===== src/rtl/sdf_bf_stage.sv =====
// Radix-2 single-path delay-feedback butterfly stage with twiddle multiply.
// Optional macro SDF_STAGE_SAT_EN: clamp out-of-range results instead of wrapping.
module sdf_bf_stage #(
  parameter int WIDTH_IN  = 12,
  parameter int WIDTH_OUT = 13,
  parameter int DELAY     = 32,
  parameter int WIDTH_TW  = 10,
  parameter int TW_SHIFT  = 8,
  parameter int TW_ADDR_W = 9,
  parameter int TW_STRIDE = 1
) (
  input  logic                        clk,
  input  logic                        rstn,
  input  logic                        in_valid,
  output logic                        in_ready,
  input  logic signed [WIDTH_IN-1:0]  in_i,
  input  logic signed [WIDTH_IN-1:0]  in_q,
  input  logic                        in_last,
  output logic [TW_ADDR_W-1:0]        tw_addr,
  input  logic signed [WIDTH_TW-1:0]  tw_re,
  input  logic signed [WIDTH_TW-1:0]  tw_im,
  output logic                        out_valid,
  output logic signed [WIDTH_OUT-1:0] out_i,
  output logic signed [WIDTH_OUT-1:0] out_q,
  output logic                        out_last,
  output logic                        ovf
);

  localparam int CW = $clog2(2 * DELAY);
  localparam int AW = (DELAY > 1) ? $clog2(DELAY) : 1;
  localparam int DW = WIDTH_IN + 1;
  localparam int PW = WIDTH_IN + WIDTH_TW + 3;
  localparam int RW = (PW > WIDTH_OUT) ? PW : WIDTH_OUT + 1;
  localparam logic [CW-1:0] LAST_CNT  = CW'(2 * DELAY - 1);
  localparam logic [CW-1:0] HALF_CNT  = CW'(DELAY);
  localparam logic [CW-1:0] DRAIN_END = CW'(DELAY - 1);
  localparam logic [CW-1:0] IDX_MASK  = CW'(DELAY - 1);
  localparam logic [TW_ADDR_W-1:0] STRIDE = TW_ADDR_W'(TW_STRIDE);
  localparam logic signed [RW-1:0] RND =
    (TW_SHIFT > 0) ? (RW'(1) << ((TW_SHIFT > 0) ? TW_SHIFT - 1 : 0)) : RW'(0);
`ifdef SDF_STAGE_SAT_EN
  localparam logic signed [WIDTH_OUT-1:0] OUT_MAX = {1'b0, {(WIDTH_OUT-1){1'b1}}};
  localparam logic signed [WIDTH_OUT-1:0] OUT_MIN = {1'b1, {(WIDTH_OUT-1){1'b0}}};
`endif

  typedef enum logic [0:0] {ST_RUN = 1'b0, ST_DRAIN = 1'b1} state_e;

  state_e                 state_q, state_d;
  logic [CW-1:0]          cnt_q, cnt_d;
  logic                   fifo_full_q, fifo_full_d;
  logic                   ovf_q, ovf_d;
  logic [TW_ADDR_W-1:0]   tw_addr_q, tw_addr_d;

  logic signed [DW-1:0]   mem_i [DELAY];
  logic signed [DW-1:0]   mem_q [DELAY];
  logic [AW-1:0]          idx_s;
  logic signed [DW-1:0]   head_i_s, head_q_s, ext_i_s, ext_q_s;
  logic signed [DW-1:0]   sum_i_s, sum_q_s, diff_i_s, diff_q_s;
  logic signed [DW-1:0]   wr_i_s, wr_q_s;
  logic                   xfer_s, fill_s, wr_en_s;
  logic                   emit_s, emit_tw_s, emit_last_s, proto_err_s;

  logic                   s1_valid_q, s1_tw_q, s1_last_q;
  logic signed [DW-1:0]   s1_i_q, s1_q_q;
  logic                   s2_valid_q, s2_tw_q, s2_last_q;
  logic signed [DW-1:0]   s2_i_q, s2_q_q;

  logic signed [RW-1:0]   prod_re_s, prod_im_s, res_i_s, res_q_s;
  logic                   range_err_s;

  logic                   out_valid_q, out_last_q;
  logic signed [WIDTH_OUT-1:0] out_i_q, out_q_q;

  function automatic logic fits(input logic signed [RW-1:0] v);
    logic [RW-WIDTH_OUT:0] hi;
    hi = v[RW-1:WIDTH_OUT-1];
    return (&hi) || (~|hi);
  endfunction

  function automatic logic signed [WIDTH_OUT-1:0] narrow(input logic signed [RW-1:0] v);
`ifdef SDF_STAGE_SAT_EN
    if (!fits(v)) begin
      return v[RW-1] ? OUT_MIN : OUT_MAX;
    end else begin
      return v[WIDTH_OUT-1:0];
    end
`else
    return v[WIDTH_OUT-1:0];
`endif
  endfunction

  assign idx_s    = AW'(cnt_q & IDX_MASK);
  assign head_i_s = mem_i[idx_s];
  assign head_q_s = mem_q[idx_s];
  assign ext_i_s  = DW'(in_i);
  assign ext_q_s  = DW'(in_q);
  assign sum_i_s  = head_i_s + ext_i_s;
  assign sum_q_s  = head_q_s + ext_q_s;
  assign diff_i_s = head_i_s - ext_i_s;
  assign diff_q_s = head_q_s - ext_q_s;
  assign xfer_s   = (state_q == ST_RUN) && in_valid;
  assign fill_s   = (cnt_q < HALF_CNT);

  // Control: counter, fill/butterfly half selection, RUN/DRAIN sequencing.
  always_comb begin
    state_d     = state_q;
    cnt_d       = cnt_q;
    fifo_full_d = fifo_full_q;
    wr_en_s     = 1'b0;
    wr_i_s      = ext_i_s;
    wr_q_s      = ext_q_s;
    emit_s      = 1'b0;
    emit_tw_s   = 1'b0;
    emit_last_s = 1'b0;
    proto_err_s = 1'b0;
    case (state_q)
      ST_RUN: begin
        if (xfer_s) begin
          cnt_d   = cnt_q + CW'(1);
          wr_en_s = 1'b1;
          if (fill_s) begin
            emit_s    = fifo_full_q;
            emit_tw_s = 1'b1;
          end else begin
            wr_i_s      = diff_i_s;
            wr_q_s      = diff_q_s;
            emit_s      = 1'b1;
            fifo_full_d = fifo_full_q | (cnt_q == LAST_CNT);
          end
          // A misplaced last leaves the FIFO half-updated, so nothing is drained.
          if (in_last) begin
            state_d     = ST_DRAIN;
            cnt_d       = '0;
            proto_err_s = (cnt_q != LAST_CNT);
            fifo_full_d = (cnt_q == LAST_CNT);
          end else begin
            state_d = ST_RUN;
          end
        end else begin
          cnt_d = cnt_q;
        end
      end
      ST_DRAIN: begin
        emit_s      = fifo_full_q;
        emit_tw_s   = 1'b1;
        emit_last_s = (cnt_q == DRAIN_END);
        if (cnt_q == DRAIN_END) begin
          state_d     = ST_RUN;
          cnt_d       = '0;
          fifo_full_d = 1'b0;
        end else begin
          cnt_d = cnt_q + CW'(1);
        end
      end
      default: begin
        state_d     = ST_RUN;
        cnt_d       = '0;
        fifo_full_d = 1'b0;
      end
    endcase
  end

  assign tw_addr_d = (emit_s && emit_tw_s) ? (TW_ADDR_W'(idx_s) * STRIDE) : tw_addr_q;

  // Twiddle multiply, round half-up, then select bypass or twiddle result.
  always_comb begin
    prod_re_s = RW'(s2_i_q) * RW'(tw_re) - RW'(s2_q_q) * RW'(tw_im);
    prod_im_s = RW'(s2_i_q) * RW'(tw_im) + RW'(s2_q_q) * RW'(tw_re);
    if (s2_tw_q) begin
      res_i_s = (prod_re_s + RND) >>> TW_SHIFT;
      res_q_s = (prod_im_s + RND) >>> TW_SHIFT;
    end else begin
      res_i_s = RW'(s2_i_q);
      res_q_s = RW'(s2_q_q);
    end
    range_err_s = s2_valid_q && (!fits(res_i_s) || !fits(res_q_s));
  end

  assign ovf_d = ovf_q | proto_err_s | range_err_s;

  // Feedback FIFO storage; contents are don't-care until the first fill.
  always_ff @(posedge clk) begin
    if (wr_en_s) begin
      mem_i[idx_s] <= wr_i_s;
      mem_q[idx_s] <= wr_q_s;
    end
  end

  // Control state and sticky overflow.
  always_ff @(posedge clk or negedge rstn) begin
    if (!rstn) begin
      state_q     <= ST_RUN;
      cnt_q       <= '0;
      fifo_full_q <= 1'b0;
      ovf_q       <= 1'b0;
      tw_addr_q   <= '0;
    end else begin
      state_q     <= state_d;
      cnt_q       <= cnt_d;
      fifo_full_q <= fifo_full_d;
      ovf_q       <= ovf_d;
      tw_addr_q   <= tw_addr_d;
    end
  end

  // Three-stage datapath: emit, wait for ROM data, multiply/round/register.
  always_ff @(posedge clk or negedge rstn) begin
    if (!rstn) begin
      s1_valid_q  <= 1'b0;
      s1_tw_q     <= 1'b0;
      s1_last_q   <= 1'b0;
      s1_i_q      <= '0;
      s1_q_q      <= '0;
      s2_valid_q  <= 1'b0;
      s2_tw_q     <= 1'b0;
      s2_last_q   <= 1'b0;
      s2_i_q      <= '0;
      s2_q_q      <= '0;
      out_valid_q <= 1'b0;
      out_last_q  <= 1'b0;
      out_i_q     <= '0;
      out_q_q     <= '0;
    end else begin
      s1_valid_q <= emit_s;
      s1_tw_q    <= emit_tw_s;
      s1_last_q  <= emit_s & emit_last_s;
      if (emit_s) begin
        s1_i_q <= emit_tw_s ? head_i_s : sum_i_s;
        s1_q_q <= emit_tw_s ? head_q_s : sum_q_s;
      end
      s2_valid_q  <= s1_valid_q;
      s2_tw_q     <= s1_tw_q;
      s2_last_q   <= s1_last_q;
      s2_i_q      <= s1_i_q;
      s2_q_q      <= s1_q_q;
      out_valid_q <= s2_valid_q;
      out_last_q  <= s2_valid_q & s2_last_q;
      if (s2_valid_q) begin
        out_i_q <= narrow(res_i_s);
        out_q_q <= narrow(res_q_s);
      end
    end
  end

  assign in_ready  = (state_q == ST_RUN);
  assign tw_addr   = tw_addr_q;
  assign out_valid = out_valid_q;
  assign out_i     = out_i_q;
  assign out_q     = out_q_q;
  assign out_last  = out_last_q;
  assign ovf       = ovf_q;

endmodule


===== config.mk =====
export PLATFORM = sky130hd
export DESIGN_NAME = sdf_bf_stage
export DESIGN_NICKNAME = d
export VERILOG_FILES = /design/src/rtl/sdf_bf_stage.sv
export SDC_FILE = /design/constraint.sdc
export NUM_CORES = 2
export LEC_CHECK = 0
export ABC_AREA = 1
export CORE_ASPECT_RATIO = 2
export CORE_MARGIN = 5
export CORE_UTILIZATION = 64
export CTS_CLUSTER_DIAMETER = 120
export DETAILED_ROUTE_END_ITERATION = 8
export PLACE_DENSITY = 0.81
export RECOVER_POWER = 100
export SLEW_MARGIN = 20
export SYNTH_ARGS = -nofsm -noshare
export SYNTH_HDL_FRONTEND = slang
export SYNTH_SLANG_ARGS = --single-unit

===== constraint.sdc =====
create_clock -name clk -period 8.4 [get_ports clk]
set_clock_uncertainty 0.1 [all_clocks]
set_input_delay 0.84 -clock clk [delete_from_list [all_inputs] [get_ports clk]]
set_output_delay 0.84 -clock clk [all_outputs]
set_load 0.02 [all_outputs]

Yosys cells after proc, flatten, opt, wreduce, memory -nomap -nowiden

Memories as Yosys holds them, arrays and structs flattened.
Cells that the tools add are included.

Register bits after elaboration: 100
Bits in writable memories: 832
Input port bits: 48
Output and inout port bits: 39
Logic and storage cells: 99
Memories kept: 2

Memories:

| name  | depth | width | read ports | clocked after memory_dff | wr ports | line | text |
|---|---|---|---|---|---|---|---|
| mem_i | 32    | 13    | 1          | 0                        | 1        | 54   | `logic signed [DW-1:0] mem_i [DELAY];` |
| mem_q | 32    | 13    | 1          | 0                        | 1        | 55   | `logic signed [DW-1:0] mem_q [DELAY];` |

$add $sub $neg: 9
Multipliers: 4
$lt $le $gt $ge: 1
Equality and inequality tests: 6
Mux-type cells: 37
Bitwise gates (word level): 6
Reductions and logical operators: 15

Operator list:

| operator                | number |
|---|---|
| $mux W13                | 8 |
| $mul A13 B10 Y23        | 4 |
| $add A24 B9 Y25 const B | 2 |
| $mux W25                | 2 |
| $add A13 B12 Y13        | 2 |
| $reduce_and A13 Y1      | 2 |
| $reduce_or A13 Y1       | 2 |
| $sub A13 B12 Y13        | 2 |
| $add A23 B23 Y24        | 1 |
| $sub A23 B23 Y24        | 1 |
| $mux W1                 | 19 |
| $mux W6                 | 3 |
| $pmux W6 S2             | 1 |
| $pmux W1 S2             | 4 |
| $add A6 B1 Y6 const B   | 1 |
| $eq A6 B5 Y1 const B    | 1 |
| $eq A6 B6 Y1 const B    | 1 |
| $lt A6 B6 Y1 const B    | 1 |
| $ne A6 B6 Y1 const B    | 1 |
| $logic_not A1 Y1        | 4 |
| $ne A2 B1 Y1 const B    | 2 |
| $logic_and A1 B1 Y1     | 3 |
| $logic_or A1 B1 Y1      | 3 |
| $ne A3 B3 Y1 const B    | 1 |
| other kinds (4)         | 7 |

Logic depth before layout (Yosys ltp)

Word-level depth: 11
Mapped depth: 36
Gate-level depth less buffers: 34

Worst setup path after synthesis

No wires, ideal clock.

Path kind: input-to-reg
Start: input port tw_re[4]
End: register ovf_q (netlist: ovf)
Library setup time: 0.118 ns
Data arrival time: 6.704 ns
Required time: 8.182 ns
Slack: 1.478 ns
Stages: 31
Buffers on the path: 2
Path through: clkbuf_1 clkbuf_1 nand2_1 inv_1 fa_1 inv_1 fa_1 fa_1 inv_1 fa_1 inv_1 fa_1 inv_1 fa_1 inv_1 fa_1 inv_1 ha_1 nand2_1 nor2_1 inv_1 nor2_1 nand3_1 nand4_1 nand3_1 o21ai_0 nand3_1 nand2_1 nand2_1 nand2_1 nand2_1

Longest elaborated chain between the ends: 11
Elaborated cells between the ends (all ways): 21
Classes of those cells: 4 x add/sub; 2 x mul; 2 x mux; 1 x bitwise; 12 x reduce/logical

Ends and longest elaborated chain:

| what                                                 | line     | text |
|---|---|---|
| start: declaration                                   | 20       | `input logic signed [WIDTH_TW-1:0] tw_re,` |
| $mul A13 B10 Y23 (on tied branches)                  | 167, 168 |  |
| $sub A23 B23 Y24 or $add A23 B23 Y24 (tied branches) | 167, 168 |  |
| $add A24 B9 Y25 (on tied branches)                   | 170, 171 |  |
| $mux W25                                             | 169      | `if (s2_tw_q) begin` |
| $reduce_or A13 Y1                                    | 77       | `return (&hi) \|\| (~\|hi);` |
| $logic_not A1 Y1                                     | 77       |  |
| $logic_or A1 B1 Y1                                   | 77       |  |
| $logic_not A1 Y1                                     | 176      | `range_err_s = s2_valid_q && (!fits(res_i_s) \|\| !fits(res_q_s));` |
| $logic_or A1 B1 Y1 *                                 | 176      |  |
| $logic_and A1 B1 Y1 *                                | 176      |  |
| $or A1 B1 Y1 *                                       | 179      | `assign ovf_d = ovf_q \| proto_err_s \| range_err_s;` |
| via ovf_d                                            | 51       | `logic ovf_q, ovf_d;` |
| end signal: assignment                               | 201      | `ovf_q <= ovf_d;` |
| end: declaration                                     | 51       |  |

Mark *: on every way through the listed nets, which the timed path passes. The rest lies on a longest branch.
A chain may end at the register's enable or synchronous reset.

Worst setup path in the final report

Start: register cnt_q[1]
End: memory mem_q[7][12] in the netlist's numbering (enable)

RTL lines:

| what                     | line | text |
|---|---|---|
| start: declaration       | 49   | `logic [CW-1:0] cnt_q, cnt_d;` |
| start signal: assignment | 199  | `cnt_q <= cnt_d;` |
| end: declaration         | 55   |  |

No word-level cell before the write port.

==> results_tabular.tex <==
\begin{tabular}{lr}
\hline
Metric & Value \\
\hline
\multicolumn{2}{l}{\textbf{Clock tree}} \\
Buffer cell driving the clock tree root & sky130\_fd\_sc\_hd\_\_clkbuf\_16 \\
TritonCTS clock tree & built \\
Number of H-tree levels & 3 \\
Count of cells resized by post-cts repair & 0 \\
Number of clock sinks seen by CTS & 932 \\
Number of buffers on the longest clock path & 3 \\
Post-CTS Hold Buffers & 0 \\
Clock Latency Late Sink & 0.69 ns \\
Total CTS buffers & 78 \\
Number of buffers inserted by post-CTS setup repair & 0 \\
Clock Pin Slew Worst Setup and Hold Paths & 0.07 ns \\
\multicolumn{2}{l}{\textbf{Synth}} \\
Post-synth ARST share & 10.73\% \\
Synth area leader & sky130\_fd\_sc\_hd\_\_edfxtp\_1 \\
Flops \& latches, synth & approximately 930 \\
Combinational family with the most area after synthesis & adder cells \\
Synthesized-area fraction occupied by adder cells & a little under a quarter \\
Number of enable-type register cells in the synthesized netlist & about 830 \\
Average cell area after synthesis & 10.05 um2 \\
Area fraction in and, or, nand and nor cells after synthesis & 12.44\% \\
Synth top area cells & sky130\_fd\_sc\_hd\_\_edfxtp\_1 (41\%), sky130\_fd\_sc\_hd\_\_fa\_1 (19\%), sky130\_fd\_sc\_hd\_\_nand2\_1 (6.9\%) \\
Most used standard cells in the synthesized netlist & sky130\_fd\_sc\_hd\_\_nand2\_1 (1,126), sky130\_fd\_sc\_hd\_\_inv\_1 (1,123), sky130\_fd\_sc\_hd\_\_edfxtp\_1 (832) \\
Xor and xnor area share after synthesis & 0.6613\% \\
Area of the mapped netlist & 60,920 um2 \\
Top-area cell type share of the netlist area & approximately 40\% \\
Fraction of the mapped netlist area in compound gates & 8.689\% \\
Multiplexer area fraction after synthesis & 0\% \\
Top\_reg\_cell synth & sky130\_fd\_sc\_hd\_\_edfxtp\_1 \\
Warnings, synthesis & 0 \\
Top-count cell post-synth & sky130\_fd\_sc\_hd\_\_nand2\_1 \\
Cells after Synth & 6,061 \\
Number of unique standard cell types used by synthesis & 52 \\
Sequential area share after synthesis & 45.12\% \\
\multicolumn{2}{l}{\textbf{Setup path}} \\
Endpoint class of the critical path & register \\
Startpoint of the lowest-slack register-to-register path & cnt\_q[1]\$\_DFFE\_PN0P\_ \\
R2R Path End & mem\_q[7][12]\$\_DFFE\_PP\_ \\
Setup slack of the worst register-to-register path & 0.47 ns \\
WP data required & approximately 8.6 ns \\
R2r worst-path depth & 6 \\
Worst EP arrival & 8.12 ns \\
Crit Path Max Fanout & 53 \\
CP Launch Type & register \\
Delay-heaviest family, CP & buffers and inverters \\
CP Class & register to register \\
Cell at the slowest stage of the critical path & sky130\_fd\_sc\_hd\_\_dfrtp\_1 \\
Crit-path max cell delay & 1.77 ns \\
Buf+Inv Stages, Crit Path & 3 \\
Worst path cell trace & buf\_4, clkbuf\_1, ha\_1, nand2\_1, nor2\_1, clkbuf\_2 \\
\multicolumn{2}{l}{\textbf{STA}} \\
Setup tns final & 0 ns \\
Slew HR & -172.9\% \\
Upper clock frequency limit & between 100 and 150 MHz \\
Final Hold Fails & 0 \\
Period utilization & between 90\% and 100\% \\
Minimum clock period after layout & between 7 and 8 ns \\
Setup repair after global routing missed its margin & false \\
Final setup vio count & 0 \\
Count of pins over their slew limit & 1,214 \\
Slew @ Worst Pin & 4.093 ns \\
\multicolumn{2}{l}{\textbf{Die}} \\
Initial Utilization & 64.20\% \\
IO Count & 87 \\
Core Rows & 160 \\
Core area & between 90,000 and 100,000 um2 \\
Die Ht & 446.3 um \\
Total Die Area & 101,800 um2 \\
Horizontal die dimension & 228.2 um \\
\multicolumn{2}{l}{\textbf{Drt}} \\
Average wire length per cell after detail routing & 24.51 um \\
Number of DRC markers in iteration 0 & 4,816 \\
DRC violations left & 0 \\
DRT Wirelength & 179,800 um \\
Via count & 44,791 \\
Via-per-instance ratio & 6.108 \\
First-pass iteration count of the detailed router & 7 \\
Remaining antenna violation count & 0 \\
\multicolumn{2}{l}{\textbf{Global route}} \\
Met3 track demand over resource & 6.181\% \\
Global-route usage over all layers & 35.36\% \\
Number of global-route vias before repair & 46,635 \\
Largest net degree at the start of global routing & 175 \\
Met2 layer usage reported by global route & 61.12\% \\
First-pass GRT wire length & 268,000 um \\
Most used routing layer in global routing & met2 \\
Routing usage on met1 & 35.07\% \\
Number of antenna violations at the first check in global routing & 6 \\
GR Overflow Total & 0 \\
\multicolumn{2}{l}{\textbf{Placement}} \\
Final weighted congestion in routability-driven placement & approximately 1.0 \\
Buffers on Ports & 82 \\
Half-perimeter wire length after detailed placement & 123,300 um \\
Number of instances in the placed design & 7,185 \\
\multicolumn{2}{l}{\textbf{Status}} \\
Result of the run & finished with violations \\
Failing checks & capacitance limit, slew limit \\
\multicolumn{2}{l}{\textbf{Worst hold path}} \\
Launch instance of the worst min-delay path & s1\_tw\_q\$\_DFF\_PN0\_ \\
Count of cells along the worst hold path & 0 \\
End point of the worst hold path & s2\_tw\_q\$\_DFF\_PN0\_ \\
Class of the tightest hold or removal check & register to register \\
\multicolumn{2}{l}{\textbf{Run}} \\
Max\_cap viols & 45 \\
\multicolumn{2}{l}{\textbf{Finish}} \\
Area delta synth->final & 7.418\% \\
Area taken by flip-flops and latches & 27,490 um2 \\
Fill cell instance count of the final layout & around 6,900 \\
Multi-input gate area & 27,810 um2 \\
Post-layout net count & 6,897 \\
Finished Layout Cells & 7,333 \\
Fraction of layout instances using a drive strength above 1 & 4.303\% \\
\hline
\end{tabular}
-- stage by stage --
stage          util, %  setup WS [ns]  instance area (um2)  hold WS (ns)
4_1_cts          69.29          1.089                65750       0.03306
3_3_place_gp     66.50         0.4514                63110        0.2343
6_report         68.96         0.4715                65440        0.2419
3_5_place_dp     66.50         0.3942                63110        0.2362
2_1_floorplan        -          1.478                60930        0.2312
5_1_grt          68.95         0.3309                65430        0.2461
-- worst max-delay path by stage --
stage | slack [ns] | cells after the start | from | endpoint
2_1_floorplan | 1.48 | 31 | tw_re[4] | ovf$_DFF_PN0_
5_1_grt | 0.33 | 14 | cnt_q[1]$_DFFE_PN0P_ | mem_i[6][3]$_DFFE_PP_
4_1_cts | 1.09 | 29 | tw_re[7] | ovf$_DFF_PN0_
3_3_place_gp | 0.45 | 29 | tw_re[7] | ovf$_DFF_PN0_
6_report | 0.47 | 6 | cnt_q[1]$_DFFE_PN0P_ | mem_q[7][12]$_DFFE_PP_
3_5_place_dp | 0.39 | 29 | tw_re[7] | ovf$_DFF_PN0_
-- cell families after synthesis --
logic type	count (synthesis)
other	1
buffers and inverters	1436
AO/OA/AOI/OAI	936
flip-flops	932
AND/OR/NAND/NOR	1911
XOR/XNOR	46
adder cells (fa/ha/maj)	799
-- placed cells by master, fill, tap and decap left out, types with 78 or more instances in the layout --
master	netlist	routed
sky130_fd_sc_hd__clkbuf_16	0	78
sky130_fd_sc_hd__nand3_1	85	85
sky130_fd_sc_hd__inv_1	1123	1123
sky130_fd_sc_hd__o21ai_0	410	421
sky130_fd_sc_hd__edfxtp_1	832	832
sky130_fd_sc_hd__nand2_1	1126	1126
sky130_fd_sc_hd__a21oi_1	109	108
sky130_fd_sc_hd__o22ai_1	214	213
sky130_fd_sc_hd__dfrtp_1	100	99
sky130_fd_sc_hd__fa_1	578	578
sky130_fd_sc_hd__nor2_1	617	595
sky130_fd_sc_hd__ha_1	221	221
sky130_fd_sc_hd__o21ai_1	102	91
-- flip-flops by register name, indices dropped and copies added (netlist names), 5 cells and up --
name and flops:
tw_addr 5, s1_q_q 13, s1_i_q 13, cnt_q 6, s2_q_q 13, out_i 13
mem_i 416, mem_q 416, out_q 13, s2_i_q 13
-- area by class of cell --
type,count,area share [%]
sequential,932,42.01
tap,1215,2.323
clock inverter,42,0.8451
clock buffer,100,3.193
timing repair buffer,208,2.593
inverter,1134,6.524
antenna,6,0.02294
multi-input combinational,3696,42.49
-- routing by layer --
metal	share of wire, %	vias to the layer above
met5	0.026	-
met4	13	8
met3	8.8	1111
met2	50	2757
met1	29	21583
li1	-	19332
Power is left out: the tool's default activity adds up to more than one toggle a clock period on the data nets, which glitch-free logic cannot reach.
